===== config.mk =====
export PLATFORM = sky130hd
export DESIGN_NAME = led_arbiter
export DESIGN_NICKNAME = d
export VERILOG_FILES = /design/src/rtl/led_arb_pkg.sv /design/src/rtl/rr_pick.sv /design/src/rtl/led_arbiter.sv
export SDC_FILE = /design/constraint.sdc
export NUM_CORES = 1
export LEC_CHECK = 0
export ABC_AREA = 0
export BUFFER_PORTS_ARGS = -buffer_cell sky130_fd_sc_hd__buf_4
export CAP_MARGIN = 0
export CORE_MARGIN = 3
export CORE_UTILIZATION = 31
export CTS_BUF_LIST = sky130_fd_sc_hd__clkbuf_2 sky130_fd_sc_hd__clkbuf_4 sky130_fd_sc_hd__clkbuf_8
export DETAILED_ROUTE_END_ITERATION = 8
export GPL_TIMING_DRIVEN = 0
export HOLD_SLACK_MARGIN = 0.15
export PLACE_DENSITY = 0.54
export SYNTH_ARGS = -nofsm -noshare
export SYNTH_HDL_FRONTEND = slang
export SYNTH_SLANG_ARGS = --single-unit
export TNS_END_PERCENT = 20

===== constraint.sdc =====
create_clock -name CLK -period 2.6 [get_ports CLK]
set_input_delay 0.52 -clock CLK [delete_from_list [all_inputs] [get_ports CLK]]
set_output_delay 0.52 -clock CLK [all_outputs]
set_load 0.01 [all_outputs]

===== src/rtl/led_arb_pkg.sv =====
// Shared types and constants for the LED bank arbiter.
package led_arb_pkg;

    localparam int NUM_REQ = 3;

    // Requester indices into REQ / DATA_IN / GNT
    localparam int REQ_BTN = 0;
    localparam int REQ_ROT = 1;
    localparam int REQ_KEY = 2;

    typedef enum logic [1:0] {
        IDLE  = 2'd0,
        GRANT = 2'd1,
        HOLD  = 2'd2
    } arb_state_t;

    // Index to one-hot requester mask
    function automatic logic [NUM_REQ-1:0] idx_to_onehot(input logic [1:0] idx);
        logic [NUM_REQ-1:0] oh;
        oh = '0;
        for (int i = 0; i < NUM_REQ; i++) begin
            if (idx == 2'(i)) begin
                oh[i] = 1'b1;
            end
        end
        return oh;
    endfunction

endpackage


===== src/rtl/rr_pick.sv =====
// Combinational round-robin picker: searches REQ (minus EXCL) starting
// one past LAST, wrapping modulo NUM_REQ; the first set bit wins.
module rr_pick
    import led_arb_pkg::*;
(
    input  logic [NUM_REQ-1:0] REQ,
    input  logic [1:0]         LAST,
    input  logic [NUM_REQ-1:0] EXCL,
    output logic               VALID,
    output logic [1:0]         IDX,
    output logic [NUM_REQ-1:0] ONEHOT
);

    logic [NUM_REQ-1:0] cand;
    logic [1:0]         pos [NUM_REQ];

    assign cand = REQ & ~EXCL;

    // pos[k] is the requester examined at search step k
    for (genvar gi = 0; gi < NUM_REQ; gi++) begin : g_order
        assign pos[gi] = 2'((int'(LAST) + 1 + gi) % NUM_REQ);
    end

    // Walk the search order backwards so the earliest candidate is written last
    always_comb begin
        VALID = 1'b0;
        IDX   = 2'd0;
        for (int k = NUM_REQ - 1; k >= 0; k--) begin
            if (cand[pos[k]]) begin
                VALID = 1'b1;
                IDX   = pos[k];
            end
        end
    end

    assign ONEHOT = VALID ? idx_to_onehot(IDX) : '0;

endmodule


===== src/rtl/led_arbiter.sv =====
// Round-robin owner of the 8-bit LED bank with a post-release hold window
// and an optional grant time limit while other requesters are waiting.
module led_arbiter
    import led_arb_pkg::*;
#(
    parameter int HOLD_CYCLES = 25000000,
    parameter int MAX_GRANT   = 0
) (
    input  logic        CLK,
    input  logic        RESET_N,
    input  logic [2:0]  REQ,
    input  logic [23:0] DATA_IN,
    output logic [2:0]  GNT,
    output logic [7:0]  LED,
    output logic        BUSY
);

    localparam int CNT_SPAN = (HOLD_CYCLES > MAX_GRANT) ? HOLD_CYCLES : MAX_GRANT;
    localparam int CNT_W    = $clog2(CNT_SPAN) + 1;

    localparam logic [CNT_W-1:0] HOLD_LAST  = CNT_W'(HOLD_CYCLES - 1);
    localparam logic [CNT_W-1:0] GRANT_LAST = (MAX_GRANT > 0) ? CNT_W'(MAX_GRANT - 1) : '0;
    localparam logic [CNT_W-1:0] CNT_SAT    = '1;
    localparam logic [CNT_W-1:0] CNT_ONE    = CNT_W'(1);

    arb_state_t          state_reg;
    logic [NUM_REQ-1:0]  gnt_reg;
    logic [7:0]          led_reg;
    logic [CNT_W-1:0]    cnt_reg;
    logic [1:0]          last_reg;
    logic [1:0]          owner_reg;

    logic [7:0]          slice [NUM_REQ];
    logic                owner_req;
    logic                force_rot;
    logic                pick_valid;
    logic [1:0]          pick_idx;
    logic [NUM_REQ-1:0]  pick_onehot;

    // Split the packed pattern bus into one byte per requester
    for (genvar gi = 0; gi < NUM_REQ; gi++) begin : g_slice
        assign slice[gi] = DATA_IN[gi*8 +: 8];
    end

    assign owner_req = |(REQ & gnt_reg);

    // Excluding the current owner is harmless outside forced rotation: in IDLE
    // nobody is granted, and at HOLD expiry the owner's REQ is already low.
    rr_pick u_pick (
        .REQ    (REQ),
        .LAST   (last_reg),
        .EXCL   (gnt_reg),
        .VALID  (pick_valid),
        .IDX    (pick_idx),
        .ONEHOT (pick_onehot)
    );

    assign force_rot = (MAX_GRANT > 0) && (cnt_reg == GRANT_LAST) && owner_req && pick_valid;

    // Arbitration FSM with registered GNT/LED and shared grant/hold counter
    always_ff @(posedge CLK or negedge RESET_N) begin
        if (!RESET_N) begin
            state_reg <= IDLE;
            gnt_reg   <= '0;
            led_reg   <= 8'h00;
            cnt_reg   <= '0;
            last_reg  <= 2'(REQ_KEY);
            owner_reg <= 2'd0;
        end else begin
            case (state_reg)
                IDLE: begin
                    if (pick_valid) begin
                        state_reg <= GRANT;
                        gnt_reg   <= pick_onehot;
                        led_reg   <= slice[pick_idx];
                        cnt_reg   <= '0;
                        last_reg  <= pick_idx;
                        owner_reg <= pick_idx;
                    end
                end
                GRANT: begin
                    if (!owner_req) begin
                        state_reg <= HOLD;
                        cnt_reg   <= '0;
                    end else if (force_rot) begin
                        gnt_reg   <= pick_onehot;
                        led_reg   <= slice[pick_idx];
                        cnt_reg   <= '0;
                        last_reg  <= pick_idx;
                        owner_reg <= pick_idx;
                    end else begin
                        led_reg <= slice[owner_reg];
                        if (cnt_reg != CNT_SAT) begin
                            cnt_reg <= cnt_reg + CNT_ONE;
                        end
                    end
                end
                HOLD: begin
                    if (owner_req) begin
                        state_reg <= GRANT;
                        cnt_reg   <= '0;
                        led_reg   <= slice[owner_reg];
                    end else if (cnt_reg == HOLD_LAST) begin
                        cnt_reg <= '0;
                        if (pick_valid) begin
                            state_reg <= GRANT;
                            gnt_reg   <= pick_onehot;
                            led_reg   <= slice[pick_idx];
                            last_reg  <= pick_idx;
                            owner_reg <= pick_idx;
                        end else begin
                            state_reg <= IDLE;
                            gnt_reg   <= '0;
                        end
                    end else begin
                        cnt_reg <= cnt_reg + CNT_ONE;
                    end
                end
                default: begin
                    state_reg <= IDLE;
                    gnt_reg   <= '0;
                    cnt_reg   <= '0;
                end
            endcase
        end
    end

    assign GNT  = gnt_reg;
    assign LED  = led_reg;
    assign BUSY = (state_reg != IDLE);

endmodule


==> load_flow_metrics.sql, run 1 <==
INSERT INTO impl_metrics (metric_group, metric, value, unit) VALUES
('status', 'run_status', 'finished, final reports clean', ''),
('job', 'number_of_maximum_capacitance_constraint_violations', '0', ''),
('cts', 'cell_at_the_root_of_the_clock_tree', 'sky130_fd_sc_hd__clkbuf_8', ''),
('floorplan', 'dieHeight', '105.4', 'microns'),
('final_layout', 'antenna_cells', '0', ''),
('synthesis', 'ys_seq_elements', '42', ''),
('cts', 'clk-insertion-delay-late', '0.30', 'ns'),
('power', 'ir_worst_vdd', '0.4874', 'mV'),
('setup_path', 'worstSetupStartpointType', 'flip-flop', ''),
('setup_path', 'timing.rr.end', 'LED[2]', ''),
('placed_design', 'final_wtd_congestion', '0.8662', ''),
('synthesis', 'postSynthNetCount', '407', ''),
('setup_path', 'worstPathArrival', '2.73', 'ns'),
('cts', 'cts.sinks', '42', ''),
('setup_path', 'path_max_fanout', '6', ''),
('floorplan', 'fp.coreArea', '9415', 'sq um'),
('synthesis', 'synth-edff-count', '0', ''),
('cts', 'clock_transition_time_at_the_flip_flop_clock_pins_of_the_worst_setup_and_hold_paths', '0.09', 'ns'),
('final_layout', 'largest_reg_flops', '26', ''),
('final_layout', 'layout.cells.non_filler', '562', ''),
('setup_path', 'max_stage_delay', '0.39', 'ns'),
('setup_path', 'cp_slowest_cell', 'sky130_fd_sc_hd__dfrtp_1', ''),
('routing', 'wl_met2', '4525', 'microns'),
('synthesis', 'post_synth_num_cell_types', '59', ''),
('power', 'switching_power', '2128', 'uW'),
('cts', 'cts_hold_repair.buffers', '0', ''),
('sta', 'finalSetupViolations', '0', ''),
('routing', 'number_of_violations_reported_at_the_end_of_detailed_routing_iteration_0', '165', ''),
('final_layout', 'filler_cell_count', '937', ''),
('synthesis', 'postSynthAreaPerCell', '8.275', 'sq um'),
('power', 'power.internal', '2392', 'uW'),
('floorplan', 'placement_rows', '35', ''),
('floorplan', 'pin_count', '41', ''),
('setup_path', 'timing.reg2reg.setup_slack', '0.04', 'ns'),
('setup_path', 'crit-reg2reg-launch', 'owner_reg[0]', ''),
('synthesis', 'syn_area', '3062', 'sq um'),
('synthesis', 'dominantRegCellSynth', 'sky130_fd_sc_hd__dfrtp_1', ''),
('synthesis', 'ys_async_sr_fraction', '100.0', '%'),
('setup_path', 'worstPathCellList', 'clkbuf_8 > inv_4 > ha_4 > buf_4 > o311a_1 > o21a_2 > nor2_4 > buf_8 > nor2_1 > o41ai_2 > a21oi_1', ''),
('routing', 'met3_wirelength', '432', 'microns'),
('final_layout', 'register_area', '1052', 'sq um'),
('setup_path', 'startpoint', 'owner_reg[0]', ''),
('routing', 'detail_route.vias_per_cell', '5.507', ''),
('global_routing', 'maximum_number_of_pins_on_one_net_before_global_route_repair', '43', ''),
('setup_path', 'critical_path_cell_count', '11', ''),
('sta', 'period_share', '98.41', '%'),
('global_routing', 'via_count_of_the_first_global_routing_pass', '2962', ''),
('final_layout', 'final_core_utilization', '42.52', '%'),
('sta', 'fin_skew', '0.004123', 'ns'),
('routing', 'ant_nets', '0', ''),
('sta', 'layout_min_cycle_time', '2.559', 'ns'),
('final_layout', 'drive_gt1_share', '27.25', '%'),
('setup_path', 'critPathTopFamily', 'compound AO/OA/AOI/OAI gates', ''),
('routing', 'top_layer_used', 'met4', ''),
('routing', 'drt_pass1_iterations', '5', ''),
('sta', 'slew_headroom', '45.94', '%'),
('routing', 'drt_wl_total', '9244', 'microns'),
('floorplan', 'design.die.area', '11100', 'sq um'),
('cts', 'h-tree-depth', '2', ''),
('hold_path', 'holdCritPathClass', 'input pin to asynchronous set/reset pin', ''),
('synthesis', 'syn-instance-count', '370', ''),
('synthesis', 'synth_top_cell_by_area', 'sky130_fd_sc_hd__dfrtp_1', ''),
('setup_path', 'timing.setup.critical_path_class', 'flip-flop to flip-flop', ''),
('final_layout', 'finish.net_count', '469', ''),
('routing', 'routedWlPerCell', '16.45', 'microns'),
('cts', 'clk_path_buf_depth', '2', ''),
('sta', 'max_freq', '390.8', 'MHz'),
('power', 'share_clk_of_total_power', '10.4', '%'),
('synthesis', 'netlist_top_cells_area', 'sky130_fd_sc_hd__dfrtp_1, sky130_fd_sc_hd__o21ai_0, sky130_fd_sc_hd__nand2_1', ''),
('global_routing', 'gr-total-overflow', '0', ''),
('floorplan', 'initial_utilization', '32.52', '%');
==> cells in the mapped netlist (all sizes together) (2+ instances only) <==
library cell,number
nand4,3
a22o,9
o311a,2
nor3,17
o41ai,11
nor2b,10
buf,10
o211ai,5
nor2,21
nor3b,2
and2,7
mux2i,14
nand2,52
nor4,7
nand3,14
nand2b,4
a2bb2oi,4
dfrtp,41
a21oi,20
and3,14
clkbuf,5
ha,8
o21ai,44
o31ai,7
o311ai,2
o21a,2
or4,3
inv,12
==> kinds of logic (layout without fill, tap and decap cells) <==
| group | count (synthesis) | in the layout | share of synthesized area [%] |
|---|---|---|---|
| DFF | 42 | 42 | 34.37 |
| adders and majority gates | 8 | 8 | 3.269 |
| AOI/OAI and AO/OA | 116 | 116 | 25.58 |
| muxes | 15 | 15 | 4.945 |
| buffers and inverters | 28 | 91 | 4.127 |
| and+or+nand+nor | 161 | 161 | 27.71 |
==> how the worst min path moves through the flow <==
stage                     start           to  slack (ns)  cells past startpoint
floorplan               RESET_N       GNT[0]        0.22                      0
global placement    cnt_reg[20]  cnt_reg[20]        0.46                      1
detailed placement  cnt_reg[20]  cnt_reg[20]        0.47                      1
CTS                     RESET_N  cnt_reg[14]        0.23                      1
global route            RESET_N  cnt_reg[17]        0.24                      1
finish                  RESET_N   cnt_reg[1]        0.21                      1
==> routing by layer <==
layer	vias to the layer above	global-route usage, %
met2	83	28.28
met4	0	3.468
met1	1495	22.09
li1	1511	-
met3	6	2.388
met5	-	0
==> final cells by class <==
| class | count | share of cell area (%) |
|---|---|---|
| multi-input cells | 300 | 52.50 |
| flip-flops and latches | 42 | 26.28 |
| repair buffers | 56 | 10.50 |
| well taps | 129 | 4.031 |
| plain buffers | 14 | 3.031 |
| clock buffers | 7 | 2.250 |
| inverters | 13 | 1.281 |
| clock inverters | 1 | 0.1250 |
==> power by group through the flow <==
| stage | clock network [uW] | logic (uW) | registers (uW) |
|---|---|---|---|
| 2_1_floorplan | 0 | 1750 | 887 |
| 3_3_place_gp | 0 | 2460 | 873 |
| 3_5_place_dp | 0 | 2490 | 876 |
| 4_1_cts | 478 | 2710 | 861 |
| 5_1_grt | 507 | 3470 | 877 |
| 6_report | 470 | 3190 | 862 |
==> per-stage QoR <==
| step | total power (uW) | setup TNS, ns | area, sq um | setup WS, ns |
|---|---|---|---|---|
| floorplan | 2633 | 0 | 3089 | 0.01739 |
| global placement | 3336 | -10.77 | 3551 | -0.4296 |
| detailed placement | 3363 | -11.85 | 3551 | -0.5185 |
| CTS | 4049 | -0.1453 | 3767 | -0.05957 |
| global route | 4851 | -0.08396 | 4004 | -0.06699 |
| finish | 4520 | 0 | 4004 | 0.04135 |
==> worst register-to-register path: cells and delay by family (launching register included) <==
kind,cells,cell delay (ns)
AOI/OAI and AO/OA,4,1.10
adders and majority gates,1,0.20
buffers and inverters,4,0.51
DFF,1,0.39
and+or+nand+nor,2,0.25
==> repair_timing <==
item / in CTS / in global routing
pin swaps: 4 / 16
cloned: 1 / 0
endpoints found under the setup margin: 41 / 37
setup buffers: 5 / 10
resized for setup: 19 / 44
==> cells in the final DEF, fill, tap and decap left out, types with 3 or more instances in the layout <==
cell type and n:
sky130_fd_sc_hd__nand2_1 52, sky130_fd_sc_hd__a22o_1 8, sky130_fd_sc_hd__buf_4 59, sky130_fd_sc_hd__a2bb2oi_1 4, sky130_fd_sc_hd__nor2_1 17, sky130_fd_sc_hd__nor2b_1 8
sky130_fd_sc_hd__o31ai_1 7, sky130_fd_sc_hd__inv_1 11, sky130_fd_sc_hd__mux2i_1 14, sky130_fd_sc_hd__and3_1 12, sky130_fd_sc_hd__ha_1 6, sky130_fd_sc_hd__clkbuf_8 7
sky130_fd_sc_hd__o211ai_1 5, sky130_fd_sc_hd__o21ai_1 13, sky130_fd_sc_hd__and2_1 5, sky130_fd_sc_hd__o41ai_1 3, sky130_fd_sc_hd__o41ai_2 7, sky130_fd_sc_hd__o21ai_0 31
sky130_fd_sc_hd__nand2b_1 4, sky130_fd_sc_hd__a21oi_1 16, sky130_fd_sc_hd__buf_6 4, sky130_fd_sc_hd__dfrtp_1 41, sky130_fd_sc_hd__nor3_1 16, sky130_fd_sc_hd__nor4_1 5
sky130_fd_sc_hd__nand3_1 14
Note: power is estimated with default switching activity, not from simulation.
==> run 2, diff against run 1 <==
--- a/config.mk
+++ b/config.mk
@@ -8,14 +8,15 @@
 export ABC_AREA = 0
 export BUFFER_PORTS_ARGS = -buffer_cell sky130_fd_sc_hd__buf_4
 export CAP_MARGIN = 0
-export CORE_MARGIN = 3
 export CORE_UTILIZATION = 31
 export CTS_BUF_LIST = sky130_fd_sc_hd__clkbuf_2 sky130_fd_sc_hd__clkbuf_4 sky130_fd_sc_hd__clkbuf_8
 export DETAILED_ROUTE_END_ITERATION = 8
 export GPL_TIMING_DRIVEN = 0
 export HOLD_SLACK_MARGIN = 0.15
 export PLACE_DENSITY = 0.54
+export SKIP_CTS_REPAIR_TIMING = 1
 export SYNTH_ARGS = -nofsm -noshare
 export SYNTH_HDL_FRONTEND = slang
+export SYNTH_HIERARCHICAL = 1
 export SYNTH_SLANG_ARGS = --single-unit
 export TNS_END_PERCENT = 20
==> load_flow_metrics.sql, run 2 <==
INSERT INTO impl_metrics (metric_group, metric, value, unit) VALUES
('sta', 'rsz0062_at_grt', 'yes', ''),
('synthesis', 'netlist_top_cells_area', 'sky130_fd_sc_hd__dfrtp_1, sky130_fd_sc_hd__mux2i_1, sky130_fd_sc_hd__nand2_1', ''),
('floorplan', 'pin_count', '41', ''),
('final_layout', 'final_core_utilization', '38.39', '%'),
('routing', 'drt_wl_total', '7169', 'microns'),
('setup_path', 'critPathCaptureType', 'flip-flop', ''),
('cts', 'clk-insertion-delay-late', '0.30', 'ns'),
('global_routing', 'antenna_found_initial', '0', ''),
('global_routing', 'global_route.usage.total', '15.02', '%'),
('synthesis', 'synth-edff-count', '0', ''),
('synthesis', 'syn-instance-count', '333', ''),
('synthesis', 'synth_top_cell_by_area', 'sky130_fd_sc_hd__dfrtp_1', ''),
('global_routing', 'gr-total-overflow', '0', ''),
('setup_path', 'worstSetupStartpointType', 'flip-flop', ''),
('setup_path', 'worstPathArrival', '2.66', 'ns'),
('setup_path', 'crit-reg2reg-launch', 'last_reg[1]', ''),
('synthesis', 'yosysTopAreaCellShare', '35.04', '%'),
('cts', 'h-tree-depth', '2', ''),
('cts', 'tritoncts', 'done', ''),
('synthesis', 'dominantRegCellSynth', 'sky130_fd_sc_hd__dfrtp_1', ''),
('setup_path', 'timing.setup.critical_path_class', 'flip-flop to flip-flop', ''),
('floorplan', 'fp.coreArea', '9196', 'sq um'),
('synthesis', 'postSynthAreaPerCell', '8.792', 'sq um'),
('synthesis', 'postSynthNetCount', '369', ''),
('synthesis', 'syn_area', '2928', 'sq um'),
('job', 'number_of_maximum_capacitance_constraint_violations', '0', ''),
('final_layout', 'flow.area_growth_from_synthesis', '20.60', '%'),
('sta', 'layout_min_cycle_time', '2.463', 'ns'),
('power', 'power_leakage', '0.001451', 'uW'),
('routing', 'detail_route.vias_per_cell', '5.351', ''),
('synthesis', 'post-synth-top-count-cell', 'sky130_fd_sc_hd__dfrtp_1', ''),
('final_layout', 'commonest_non_fill_non_tap_cell_in_the_layout', 'sky130_fd_sc_hd__buf_4', ''),
('sta', 'finalSetupViolations', '0', ''),
('synthesis', 'warnings_synthesis', '6', ''),
('global_routing', 'maximum_number_of_pins_on_one_net_before_global_route_repair', '43', ''),
('global_routing', 'via_count_of_the_first_global_routing_pass', '2504', ''),
('floorplan', 'placement_rows', '35', ''),
('placed_design', 'final_wtd_congestion', '0.7749', ''),
('cts', 'cts.sinks', '42', ''),
('routing', 'routedWlPerCell', '14.54', 'microns'),
('placed_design', 'dp.final_hpwl', '5229', 'microns'),
('synthesis', 'ys_seq_elements', '42', ''),
('placed_design', 'portBuffers', '40', ''),
('routing', 'ant_nets', '0', ''),
('sta', 'final_hold_viol_count', '0', ''),
('routing', 'drc', '0', ''),
('sta', 'worst-slew-pin-transition', '0.6918', 'ns'),
('floorplan', 'initial_utilization', '31.84', '%'),
('status', 'run_status', 'finished, final reports clean', ''),
('power', 'p_per_area', '943.3', 'nW/um^2'),
('routing', 'drt_pass1_iterations', '5', ''),
('power', 'p_total', '3331', 'uW'),
('routing', 'detailroute.via_count', '2638', ''),
('sta', 'period_share', '94.73', '%'),
('hold_path', 'holdCritPathClass', 'input pin to asynchronous set/reset pin', ''),
('cts', 'clock_transition_time_at_the_flip_flop_clock_pins_of_the_worst_setup_and_hold_paths', '0.08', 'ns'),
('final_layout', 'finish.net_count', '417', ''),
('floorplan', 'dieHeight', '99.19', 'microns'),
('sta', 'slew_headroom', '53.46', '%'),
('floorplan', 'die_width', '99.19', 'microns'),
('power', 'ir_worst_vdd', '0.3382', 'mV'),
('setup_path', 'path_max_fanout', '10', ''),
('final_layout', 'filler_cell_count', '941', ''),
('setup_path', 'startpoint', 'last_reg[1]', ''),
('synthesis', 'ys_async_sr_fraction', '100.0', '%'),
('synthesis', 'netlist_top_cells_count', 'sky130_fd_sc_hd__dfrtp_1, sky130_fd_sc_hd__nand2_1, sky130_fd_sc_hd__nor2_1', ''),
('cts', 'clk_path_buf_depth', '2', ''),
('floorplan', 'design.die.area', '9838', 'sq um'),
('routing', 'number_of_violations_reported_at_the_end_of_detailed_routing_iteration_0', '93', ''),
('sta', 'max_freq', '406.0', 'MHz'),
('final_layout', 'antenna_cells', '0', ''),
('final_layout', 'drive_gt1_share', '23.82', '%'),
('cts', 'cell_at_the_root_of_the_clock_tree', 'sky130_fd_sc_hd__clkbuf_8', ''),
('final_layout', 'most-common-layout-cells', 'sky130_fd_sc_hd__buf_4, sky130_fd_sc_hd__dfrtp_1, sky130_fd_sc_hd__nand2_1', ''),
('global_routing', 'global_route_wire_length_before_repair', '12080', 'microns'),
('setup_path', 'timing.reg2reg.setup_slack', '0.14', 'ns'),
('cts', 'cts_buffers', '5', ''),
('sta', 'fin_skew', '0.007436', 'ns'),
('final_layout', 'largest_reg_flops', '26', ''),
('sta', 'finalMaxSlewViolations', '0', ''),
('setup_path', 'cp.required', '2.80', 'ns'),
('synthesis', 'yosysSeqAreaShare', '35.94', '%'),
('synthesis', 'post_synth_num_cell_types', '54', '');
[run 2: report_power, final]
group / leakage, uW / internal, uW / switching (uW) / total (uW)
Clock: 0.0000593 / 309 / 230 / 539
Sequential: 0.000570 / 768 / 76.1 / 844
Combinational: 0.000822 / 845 / 1100 / 1950
Total: 0.00145 / 1920 / 1410 / 3330
[run 2: routing by layer]
metal	up-vias	GRT usage (%)	wire length [microns]
met5	-	0	0
met1	1243	20.52	3603
met4	0	2.828	40
li1	1339	-	-
met2	51	25.39	3264
met3	5	2.319	260
[run 2: worst max-delay path: stages, from the launching register on]
cell and delay, ns:
sky130_fd_sc_hd__dfstp_2 0.55, sky130_fd_sc_hd__inv_1 0.05, sky130_fd_sc_hd__ha_1 0.19, sky130_fd_sc_hd__buf_4 0.17
sky130_fd_sc_hd__o21bai_1 0.14, sky130_fd_sc_hd__and3_4 0.25, sky130_fd_sc_hd__nor2_4 0.07, sky130_fd_sc_hd__a31o_2 0.25
sky130_fd_sc_hd__nand2b_2 0.22, sky130_fd_sc_hd__clkbuf_4 0.22, sky130_fd_sc_hd__o31ai_1 0.26
[run 2: final cells by class]
type	count	area, sq um	share of cell area (%)
plain buffers	15	90.09	2.551
flip-flops and latches	42	1052	29.80
well taps	111	138.9	3.933
multi-input cells	267	1794	50.81
repair buffers	41	307.8	8.717
clock buffers	7	83.83	2.374
inverters	9	33.78	0.9568
clock inverters	1	30.03	0.8505
[run 2: path summary, 6_finish.rpt]
| check | to | cells past startpoint |
|---|---|---|
| setup / recovery | cnt_reg[23] | 10 |
| min in group CLK | LED[1] | 1 |
| hold / removal | cnt_reg[1] | 1 |
| max in group asynchronous | last_reg[1] | 1 |
| setup reg to reg | cnt_reg[23] | 10 |
| hold reg to reg | LED[1] | 1 |
[run 2: cell families after synthesis]
kind of cell / share of synthesized area (%)
and+or+nand+nor: 26.50
AOI/OAI and AO/OA: 20.98
DFF: 35.94
buffers and inverters: 3.846
muxes: 8.162
adders and majority gates: 3.376
xor gates and xnor gates: 1.196
[run 2: stage by stage]
| stage | setup slack (ns) | TNS [ns] | cells | hold WS, ns | cell area, sq um |
|---|---|---|---|---|---|
| global placement | -0.1798 | -2.593 | 484 | 0.4909 | 3367 |
| detailed placement | -0.2245 | -3.361 | 484 | 0.4919 | 3367 |
| CTS | -0.2481 | -3.339 | 492 | 0.2299 | 3481 |
| finish | 0.1370 | 0 | 493 | 0.2134 | 3531 |
| floorplan | 0.1475 | 0 | 333 | 0.2244 | 2928 |
| global route | -0.006462 | -0.006474 | 493 | 0.2511 | 3531 |
